===== src/rtl/clock_step_controller.sv =====
`default_nettype none
// ============================================================================
// Module   : clock_step_controller (with helper clock_step_debounce)
// Purpose  : Turns the prescaler's slow_clock (run mode) or a debounced step
//            button press (step mode) into a one-cycle cpu_tick enable in the
//            quick_clock domain. Mode switch and button are synchronized and
//            debounced locally.
// Config   : `define STEP_COUNTER_EN to implement the 8-bit tick_count
//            register; otherwise tick_count is tied to 8'h00.
// Revision : 1.0 - initial release
// ============================================================================

// ----------------------------------------------------------------------------
// Debouncer: the output follows the input only after the input has held a
// new level long enough. Counter is zero whenever input matches the output.
// ----------------------------------------------------------------------------
module clock_step_debounce #(
  parameter int unsigned DEBOUNCE_CYCLES = 1000,
  parameter logic        RESET_LEVEL     = 1'b0
) (
  input  logic clk,
  input  logic rst_n,
  input  logic level_i,
  output logic level_o
);

  // Acceptance happens on the edge where the counter would reach
  // DEBOUNCE_CYCLES-1; 33-bit compare keeps the +1 from ever wrapping.
  localparam logic [32:0] c_ACCEPT_CNT = 33'(DEBOUNCE_CYCLES) - 33'd1;

  logic        level_q;
  logic        level_d;
  logic [31:0] count_q;
  logic [31:0] count_d;
  logic [32:0] w_count_inc;

  assign w_count_inc = {1'b0, count_q} + 33'd1;

  // Next-state: count while the input disagrees, accept at the threshold.
  always_comb begin
    level_d = level_q;
    count_d = '0;
    if (level_i != level_q) begin
      if (w_count_inc >= c_ACCEPT_CNT) begin
        level_d = level_i;
      end else begin
        count_d = w_count_inc[31:0];
      end
    end
  end

  // State registers.
  always_ff @(posedge clk or negedge rst_n) begin
    if (!rst_n) begin
      level_q <= RESET_LEVEL;
      count_q <= '0;
    end else begin
      level_q <= level_d;
      count_q <= count_d;
    end
  end

  assign level_o = level_q;

endmodule

// ----------------------------------------------------------------------------
// Top level
// ----------------------------------------------------------------------------
module clock_step_controller #(
  parameter int unsigned DEBOUNCE_CYCLES = 1000
) (
  input  logic       quick_clock,
  input  logic       n_reset,
  input  logic       slow_clock,
  input  logic       n_step_button,
  input  logic       run_mode,
  output logic       cpu_tick,
  output logic       mode_out,
  output logic [7:0] tick_count
);

  typedef enum logic [1:0] {
    STEP_IDLE = 2'd0,
    STEP_HELD = 2'd1,
    RUN       = 2'd2
  } state_e;

  // Two-stage synchronizers: bit 0 is the first stage, bit 1 the second.
  logic [1:0] slow_sync_q;
  logic [1:0] btn_sync_q;
  logic [1:0] mode_sync_q;
  logic       slow_prev_q;

  logic       btn_deb;
  logic       mode_deb;
  logic       w_slow_rise;

  state_e     state_q;
  state_e     state_d;
  logic       cpu_tick_q;
  logic       tick_d;

  // Bring the asynchronous inputs into the quick_clock domain; the button
  // idles released (high) so its synchronizer resets to 1.
  always_ff @(posedge quick_clock or negedge n_reset) begin
    if (!n_reset) begin
      slow_sync_q <= 2'b00;
      btn_sync_q  <= 2'b11;
      mode_sync_q <= 2'b00;
      slow_prev_q <= 1'b0;
    end else begin
      slow_sync_q <= {slow_sync_q[0], slow_clock};
      btn_sync_q  <= {btn_sync_q[0], n_step_button};
      mode_sync_q <= {mode_sync_q[0], run_mode};
      slow_prev_q <= slow_sync_q[1];
    end
  end

  assign w_slow_rise = slow_sync_q[1] & ~slow_prev_q;

  clock_step_debounce #(
    .DEBOUNCE_CYCLES (DEBOUNCE_CYCLES),
    .RESET_LEVEL     (1'b1)
  ) u_btn_debounce (
    .clk     (quick_clock),
    .rst_n   (n_reset),
    .level_i (btn_sync_q[1]),
    .level_o (btn_deb)
  );

  clock_step_debounce #(
    .DEBOUNCE_CYCLES (DEBOUNCE_CYCLES),
    .RESET_LEVEL     (1'b0)
  ) u_mode_debounce (
    .clk     (quick_clock),
    .rst_n   (n_reset),
    .level_i (mode_sync_q[1]),
    .level_o (mode_deb)
  );

  // Tick decision and next state. A mode change always wins: the cycle in
  // which the FSM switches between run and step never issues a tick.
  always_comb begin
    state_d = state_q;
    tick_d  = 1'b0;
    case (state_q)
      STEP_IDLE: begin
        if (mode_deb) begin
          state_d = RUN;
        end else if (!btn_deb) begin
          tick_d  = 1'b1;
          state_d = STEP_HELD;
        end
      end
      STEP_HELD: begin
        if (mode_deb) begin
          state_d = RUN;
        end else if (btn_deb) begin
          state_d = STEP_IDLE;
        end
      end
      RUN: begin
        if (!mode_deb) begin
          state_d = STEP_IDLE;
        end else if (w_slow_rise) begin
          tick_d = 1'b1;
        end
      end
      default: begin
        state_d = STEP_IDLE;
      end
    endcase
  end

  // FSM state and registered tick output; reset halts the CPU.
  always_ff @(posedge quick_clock or negedge n_reset) begin
    if (!n_reset) begin
      state_q    <= STEP_IDLE;
      cpu_tick_q <= 1'b0;
    end else begin
      state_q    <= state_d;
      cpu_tick_q <= tick_d;
    end
  end

  assign cpu_tick = cpu_tick_q;
  assign mode_out = mode_deb;

`ifdef STEP_COUNTER_EN
  logic [7:0] tick_count_q;

  // Count issued ticks on the same edge that raises cpu_tick; wraps at 256.
  always_ff @(posedge quick_clock or negedge n_reset) begin
    if (!n_reset) begin
      tick_count_q <= 8'h00;
    end else if (tick_d) begin
      tick_count_q <= tick_count_q + 8'd1;
    end
  end

  assign tick_count = tick_count_q;
`else
  assign tick_count = 8'h00;
`endif

endmodule

`default_nettype wire


===== config.mk =====
export PLATFORM = sky130hd
export DESIGN_NAME = clock_step_controller
export DESIGN_NICKNAME = d
export VERILOG_FILES = /design/src/rtl/clock_step_controller.sv
export SDC_FILE = /design/constraint.sdc
export NUM_CORES = 1
export LEC_CHECK = 0
export CAP_MARGIN = 10
export CELL_PAD_IN_SITES_DETAIL_PLACEMENT = 0
export CELL_PAD_IN_SITES_GLOBAL_PLACEMENT = 1
export CORE_MARGIN = 2
export CORE_UTILIZATION = 30
export CTS_CLUSTER_SIZE = 16
export DETAILED_ROUTE_END_ITERATION = 10
export HOLD_SLACK_MARGIN = 0.06
export PLACE_DENSITY_LB_ADDON = 0.1
export SLEW_MARGIN = 25
export SYNTH_ARGS = -nofsm -noshare
export SYNTH_HDL_FRONTEND = slang
export SYNTH_SLANG_ARGS = --single-unit

===== constraint.sdc =====
create_clock -name quick_clock -period 5.14 [get_ports quick_clock]
set_clock_uncertainty 0.1 [all_clocks]
set_input_delay 1.542 -clock quick_clock [delete_from_list [all_inputs] [get_ports quick_clock]]
set_output_delay 1.542 -clock quick_clock [all_outputs]
set_load 0.03 [all_outputs]

==> results of run 1 <==
## state kept, by name, summed over array words and instances (netlist names)
signal / cells
u_btn_debounce.count_q: 32
u_mode_debounce.count_q: 32
btn_sync_q: 2
mode_sync_q: 2
slow_sync_q: 2
state_q: 2
cpu_tick: 1
slow_prev_q: 1
u_btn_debounce.level_o: 1
u_mode_debounce.level_o: 1
## kinds of logic after synthesis
group                    synth area share [%]
XOR/XNOR                                7.740
adder cells (fa/ha/maj)                 1.301
other                                 0.09747
buffers and inverters                   3.675
AND/OR/NAND/NOR                         27.09
AO/OA/AOI/OAI                           9.724
multiplexers                           0.8455
flip-flops                              49.53
## per-stage QoR
stage	utilization (%)	total power, mW	worst slack (ns)	cell area (um^2)
after global routing	35.74	1.371	1.609	4492
after CTS	35.71	1.338	1.898	4488
after detailed placement	33.45	0.7179	1.958	4204
final	35.74	1.317	1.936	4492
after floorplan	-	0.6931	2.421	4039
after global placement	33.45	0.7182	2.048	4204
## cells in the mapped netlist, types with 2 or more instances
cell       count  area [um^2]
or2_2          2        12.51
dfrtp_1       73         1827
nand4bb_1      2        22.52
mux2_1         2        22.52
xor2_1        17        148.9
o21ai_0       10        50.05
and2_1         8        50.05
and4_1         9        78.83
or4_1          3        22.52
a21o_1         2        15.01
nand3_2        2        20.02
a31o_2         2        17.52
o311ai_0       2        17.52
ha_1           4        50.05
a21oi_1       10        50.05
a2111oi_0      2        17.52
a211oi_1       2        15.01
buf_2          5        25.02
a211o_1        2        17.52
nand4_1       21        131.4
or3_1          2        12.51
inv_1          7        26.28
a31oi_1        6        37.54
nand4_2        2        25.02
dfstp_2        3        78.83
nor2_1        36        135.1
nor3_2         2        20.02
and3_1         8        50.05
nand3b_1       2        15.01
clkbuf_1       6        22.52
nor4_1         3        18.77
nand2_1       28        105.1
o2111ai_1      3        26.28
xnor2_1       17        148.9
buf_4          9        67.56
o211ai_1       4        30.03
nor3_1        11        55.05
nand4b_1       5        43.79
nor2b_1        7        43.79
nand3_1       18        90.09
## routing by layer
layer / wire length (um) / part of all wire (%) / vias up / track usage [%]
met1: 4397 / 54 / 1338 / 19.49
met2: 3305 / 40 / 40 / 18.51
met3: 306 / 3.7 / 12 / 3.141
met5: 0 / 0 / - / 0
li1: - / - / 1420 / -
met4: 203 / 2.5 / 0 / 7.529
## path summary, 6_finish.rpt
path / startpoint / endpoint / depth (start not counted)
setup / recovery: u_mode_debounce.level_o / mode_out / 1
hold / removal: slow_sync_q[0] / slow_sync_q[1] / 0
setup reg to reg: u_mode_debounce.count_q[2] / u_mode_debounce.count_q[2] / 8
hold reg to reg: slow_sync_q[0] / slow_sync_q[1] / 0
max in group asynchronous: n_reset / u_mode_debounce.count_q[30] / 1
min in group asynchronous: n_reset / u_btn_debounce.count_q[20] / 1
## report_power, final
part / internal, mW / switching [mW] / leakage (nW)
logic: 0.0208 / 0.0392 / 0.740
clock network: 0.365 / 0.245 / 0.143
registers: 0.622 / 0.0249 / 0.932
## layout make-up
cell class / instances / area, um^2 / area share [%]
clock buffer: 14 / 274.0 / 6.100
clock inverter: 2 / 10.01 / 0.2228
inverter: 7 / 26.28 / 0.5850
multi-input combinational: 325 / 1992 / 44.35
sequential: 76 / 1906 / 42.42
tap: 172 / 215.2 / 4.791
timing repair buffer: 7 / 68.82 / 1.532
==> metrics.yaml, run 1 <==
dp_hpwl_um: 5758
h-tree-depth: 3
ios: 15
avgSynthCellArea_um2: 10.21
grt_max_degree: 77
cap_violations: 0
totalWireLength_um: 8212
async_flop_share_pct: 100.0
cts-buffers-inserted: 9
gp_congestion: 0.7676
avgRoutedWirePerCell_um: 13.62
syn_inst: 377
synth_cell_types: 58
fill_cells: 1284
critPathKind: "reg -> out"
drc: 0
finalSetupTns_ns: 0
synth-seq-area-share_pct: 49.53
fmax_ghz: 0.3121
slowest_stage: "clkdlybuf4s50_1"
cts_resized: 0
hold_viol_final: 0
crit_path_end_kind: "output port"
post-cts-setup-buffer-count: 0
syn_to_final_growth_pct: 16.75
tightest_slew_ns: 0.7033
die_w_um: 117.2
routed-via-count: 2810
min_period_ns: 3.204
syn_area_um2: 3847
die-height_um: 117.2
grt-ovfl-total: 0
power.density_nw_per_um2: 293.3
min_period_over_period_pct: 62.33
relSlewSlack_pct: 53.11
clock-sinks: 76
die-area_um2: 13750
holdWs_ns: 0.2547
vias_per_cell: 4.660
rsz0062_at_grt: "no"
cts.clk_slew.worst_paths_ns: 0.06
layout_commonest_cell: "dfrtp_1"
dr.first_iter.drc_count: 97
arrival_ns: 1.56
regToRegSetupSlack_ns: 2.00
clk_latency_ns: 0.34
path_max_fanout: 6
cts_hold_buffers: 0
initial_core_util_pct: 30.61
final-setup-viol-count: 0
dpl.cell_count: 587
antenna_found_initial: 0
worstSetupStartpointType: "register"
grt_pass1_vias: 2743
status: "completed"
grtUsageTotal_pct: 13.53
nets: 435
grt_pass1_wl_um: 14060
ys_warn_count: 0
cts_tree: "done"
leakage_nw: 1.815
cts_buffer_depth: 2
core_area_um2: 12570
slowest_delay_ns: 0.73
port_buffers: 6
synth_ff_type: "dfrtp_1"
final_antenna_net_count: 0
critical_path_buf_inv_count: 1
crit_path_cell_trace: "clkdlybuf4s50_1"
layout-drive-gt1-share_pct: 7.657
cts-root-buf: "clkbuf_16"
hold_class: "reg -> reg"
maxSlewViolCount: 0
antenna_cells: 0
irDropWorstVdd_mv: 0.1575
mostFrequentLayoutCells: "73 x dfrtp_1, 52 x conb_1, 36 x nor2_1, 28 x nand2_1, 21 x nand4_1"
ys_seq_elements: 76
worstPathRequired_ns: 3.50
stdcell_count: 603
num_rows: 41
synth_edf_count: 0
cp_top_family: "buffers and inverters"
first_pass_iters: 4
(Power assumes the default switching activity.)
==> run 2: changes to the inputs <==
- clock period: 5.14 -> 3 ns (I/O delays scaled with it)
==> run 2 against run 1 <==
Effect of this change: final area is 3.9% higher; sequential share of layout area down 1.5 points; via count grew 0.57%; utilization is 1.4 points higher; largest cell class unchanged.
==> metrics.yaml, run 2 (synthesis gave the netlist of run 1 again) <==
dp_hpwl_um: 6000  # was 5758 um
min_period_over_period_pct: 91.15
path_max_fanout: 7  # was 6
comb_power_share_pct: 4.8  # was 4.6%
startpoint: "u_mode_debounce.count_q[10]"  # was u_mode_debounce.level_o
setup_ws_ns: 0.2655  # was 1.936 ns
initial_core_util_pct: 30.61  # unchanged
clock-sinks: 76  # unchanged
cts-buffers-inserted: 9  # unchanged
dr.first_iter.drc_count: 163  # was 97
finalSetupTns_ns: 0  # unchanged
power.density_nw_per_um2: 483.2  # was 293.3 nW/um^2
cts.clk_slew.worst_paths_ns: 0.06  # about the same
worstSetupStartpointType: "register"  # unchanged
cts-root-buf: "clkbuf_16"  # unchanged
syn_to_final_growth_pct: 21.33  # was 16.75%
die_w_um: 117.2  # unchanged
worstPathRequired_ns: 3.12  # was 3.50 ns
post-place-ws_ns: 0.1346  # was 1.958 ns
cts_tree: "done"  # unchanged
vias_per_cell: 4.529  # was 4.660
die-area_um2: 13750  # unchanged
drc: 0  # unchanged
h-tree-depth: 3  # unchanged
finalPower_mw: 2.256  # was 1.317 mW
final_antenna_net_count: 0  # unchanged
critPathKind: "reg -> reg"  # was reg -> out
hold_class: "reg -> reg"  # unchanged
switching_power_mw: 0.5220  # was 0.3090 mW
dpl.cell_count: 608  # was 587
ios: 15  # unchanged
hold_viol_final: 0  # unchanged
maxSlewViolCount: 0  # unchanged
grt_pass1_vias: 2749  # was 2743
die-height_um: 117.2  # unchanged
rr_startpoint: "u_mode_debounce.count_q[10]"  # was u_mode_debounce.count_q[2]
avgRoutedWirePerCell_um: 13.26  # was 13.62 um
post-cts-setup-buffer-count: 0  # unchanged
cts_buffer_depth: 2  # unchanged
final-setup-viol-count: 0  # unchanged
cts_resized: 0  # unchanged
crit_path_end_kind: "register"  # was output port
hold_start: "mode_sync_q[0]"  # was slow_sync_q[0]
port_buffers: 6  # unchanged
busiest_layer: "met1"  # unchanged
totalWireLength_um: 8275  # was 8212 um
routed-via-count: 2826  # was 2810
antenna_found_initial: 0  # unchanged
grt-ovfl-total: 0  # unchanged
cts_hold_buffers: 0  # unchanged
status: "completed"  # unchanged
nets: 456  # was 435
leakage_nw: 1.920  # was 1.815 nW
grt_use_met3_pct: 5.149  # was 3.141%
first_pass_iters: 4  # unchanged
arrival_ns: 2.86  # was 1.56 ns
fmax_ghz: 0.3657
cap_violations: 0  # unchanged
grt_max_degree: 43  # was 77
rsz0062_at_grt: "no"  # unchanged
min_period_ns: 2.735
irDropWorstVdd_mv: 0.3032  # was 0.1575 mV
core_area_um2: 12570  # unchanged
p_seq_share_pct: 49.1  # about the same
use_met2_pct: 19.20  # was 18.51%
post-route-util_pct: 37.14  # was 35.74%
top_regs: "u_btn_debounce.count_q: 32 flops, u_mode_debounce.count_q: 32 flops"  # unchanged
grt_pass1_wl_um: 14110  # was 14060 um
grtUsageTotal_pct: 13.58  # was 13.53%
swShare_pct: 23.14  # was 23.45%
clk_latency_ns: 0.34  # about the same
stdcell_count: 624  # was 603
mostFrequentLayoutCells: "71 x dfrtp_1, 52 x conb_1, 36 x nor2_1, 28 x nand2_1, 22 x buf_4"  # was 73 x dfrtp_1, 52 x conb_1, 36 x nor2_1, 28 x nand2_1, 21 x nand4_1
intPower_mw: 1.734  # was 1.008 mW
num_rows: 41  # unchanged
antenna_cells: 0  # unchanged
layout_commonest_cell: "dfrtp_1"  # unchanged
clockPowerShare_pct: 46.1  # was 46.3%
gp_congestion: 0.8430  # was 0.7676
layout-drive-gt1-share_pct: 12.61  # was 7.657%
grtUsageMet1_pct: 19.36  # was 19.49%
## run 2: cell types whose count changed in the layout (fill, tap and decap cells not counted), sizes merged
| cell | before | now |
|---|---|---|
| buf | 2 | 23 |
| clkbuf | 14 | 15 |
| clkinv | 2 | 1 |
## run 2: layer usage
metal / vias to the layer above / part of all wire (%) / wire length (um)
met5: - / 0 / 0
met4: 0 / 1.1 / 91
met3: 5 / 3.6 / 300
met2: 37 / 43 / 3537
met1: 1332 / 53 / 4346
li1: 1452 / - / -
## run 2: metrics by stage
stage	hold WS, ns	instance area (um^2)
3_5_place_dp	0.2355	4374
4_1_cts	0.2483	4657
3_3_place_gp	0.2370	4374
6_report	0.2473	4668
2_1_floorplan	0.2312	4039
5_1_grt	0.2524	4668
## run 2: area by class of cell
cell class              instances  area [um^2]
fillers                      1288         7900
multi-input cells             325         2001
flip-flops and latches         76         1908
clock buffers                  15        277.8
repair buffers                 28        235.2
well taps                     172        215.2
inverters                       7        26.28
clock inverters                 1        5.005
## run 2: worst max-delay path, cell delays in order, from the launching register on
cell and delay [ns]:
dfrtp_1 0.46, nand2_2 0.13, nor4_4 0.38, and4_4 0.32
nand3_2 0.08, a2111oi_2 0.34, and4bb_1 0.27, nor4b_4 0.20
mux2_1 0.34
## run 2: final timing paths
check | depth (start not counted) | slack, ns | endpoint
max in group asynchronous | 2 | 1.75 | btn_sync_q[1]
min in group asynchronous | 1 | 0.41 | u_btn_debounce.count_q[19]
min reg2reg | 0 | 0.25 | mode_sync_q[1]
max reg2reg | 8 | 0.27 | u_mode_debounce.level_o
max | 8 | 0.27 | u_mode_debounce.level_o
min | 0 | 0.25 | mode_sync_q[1]
## run 2: power by group through the flow
stage | clock, mW | combinational [mW] | sequential (mW)
2_1_floorplan | 0 | 0.0713 | 1.12
6_report | 1.04 | 0.109 | 1.11
5_1_grt | 1.12 | 0.125 | 1.11
4_1_cts | 1.08 | 0.111 | 1.11
3_5_place_dp | 0 | 0.110 | 1.12
3_3_place_gp | 0 | 0.110 | 1.12
==> run 3: changes to the inputs <==
- SLEW_MARGIN: 25 -> 5
==> results of run 3 <==
No change in the layout: final DEF, timing and power equal those of run 2.
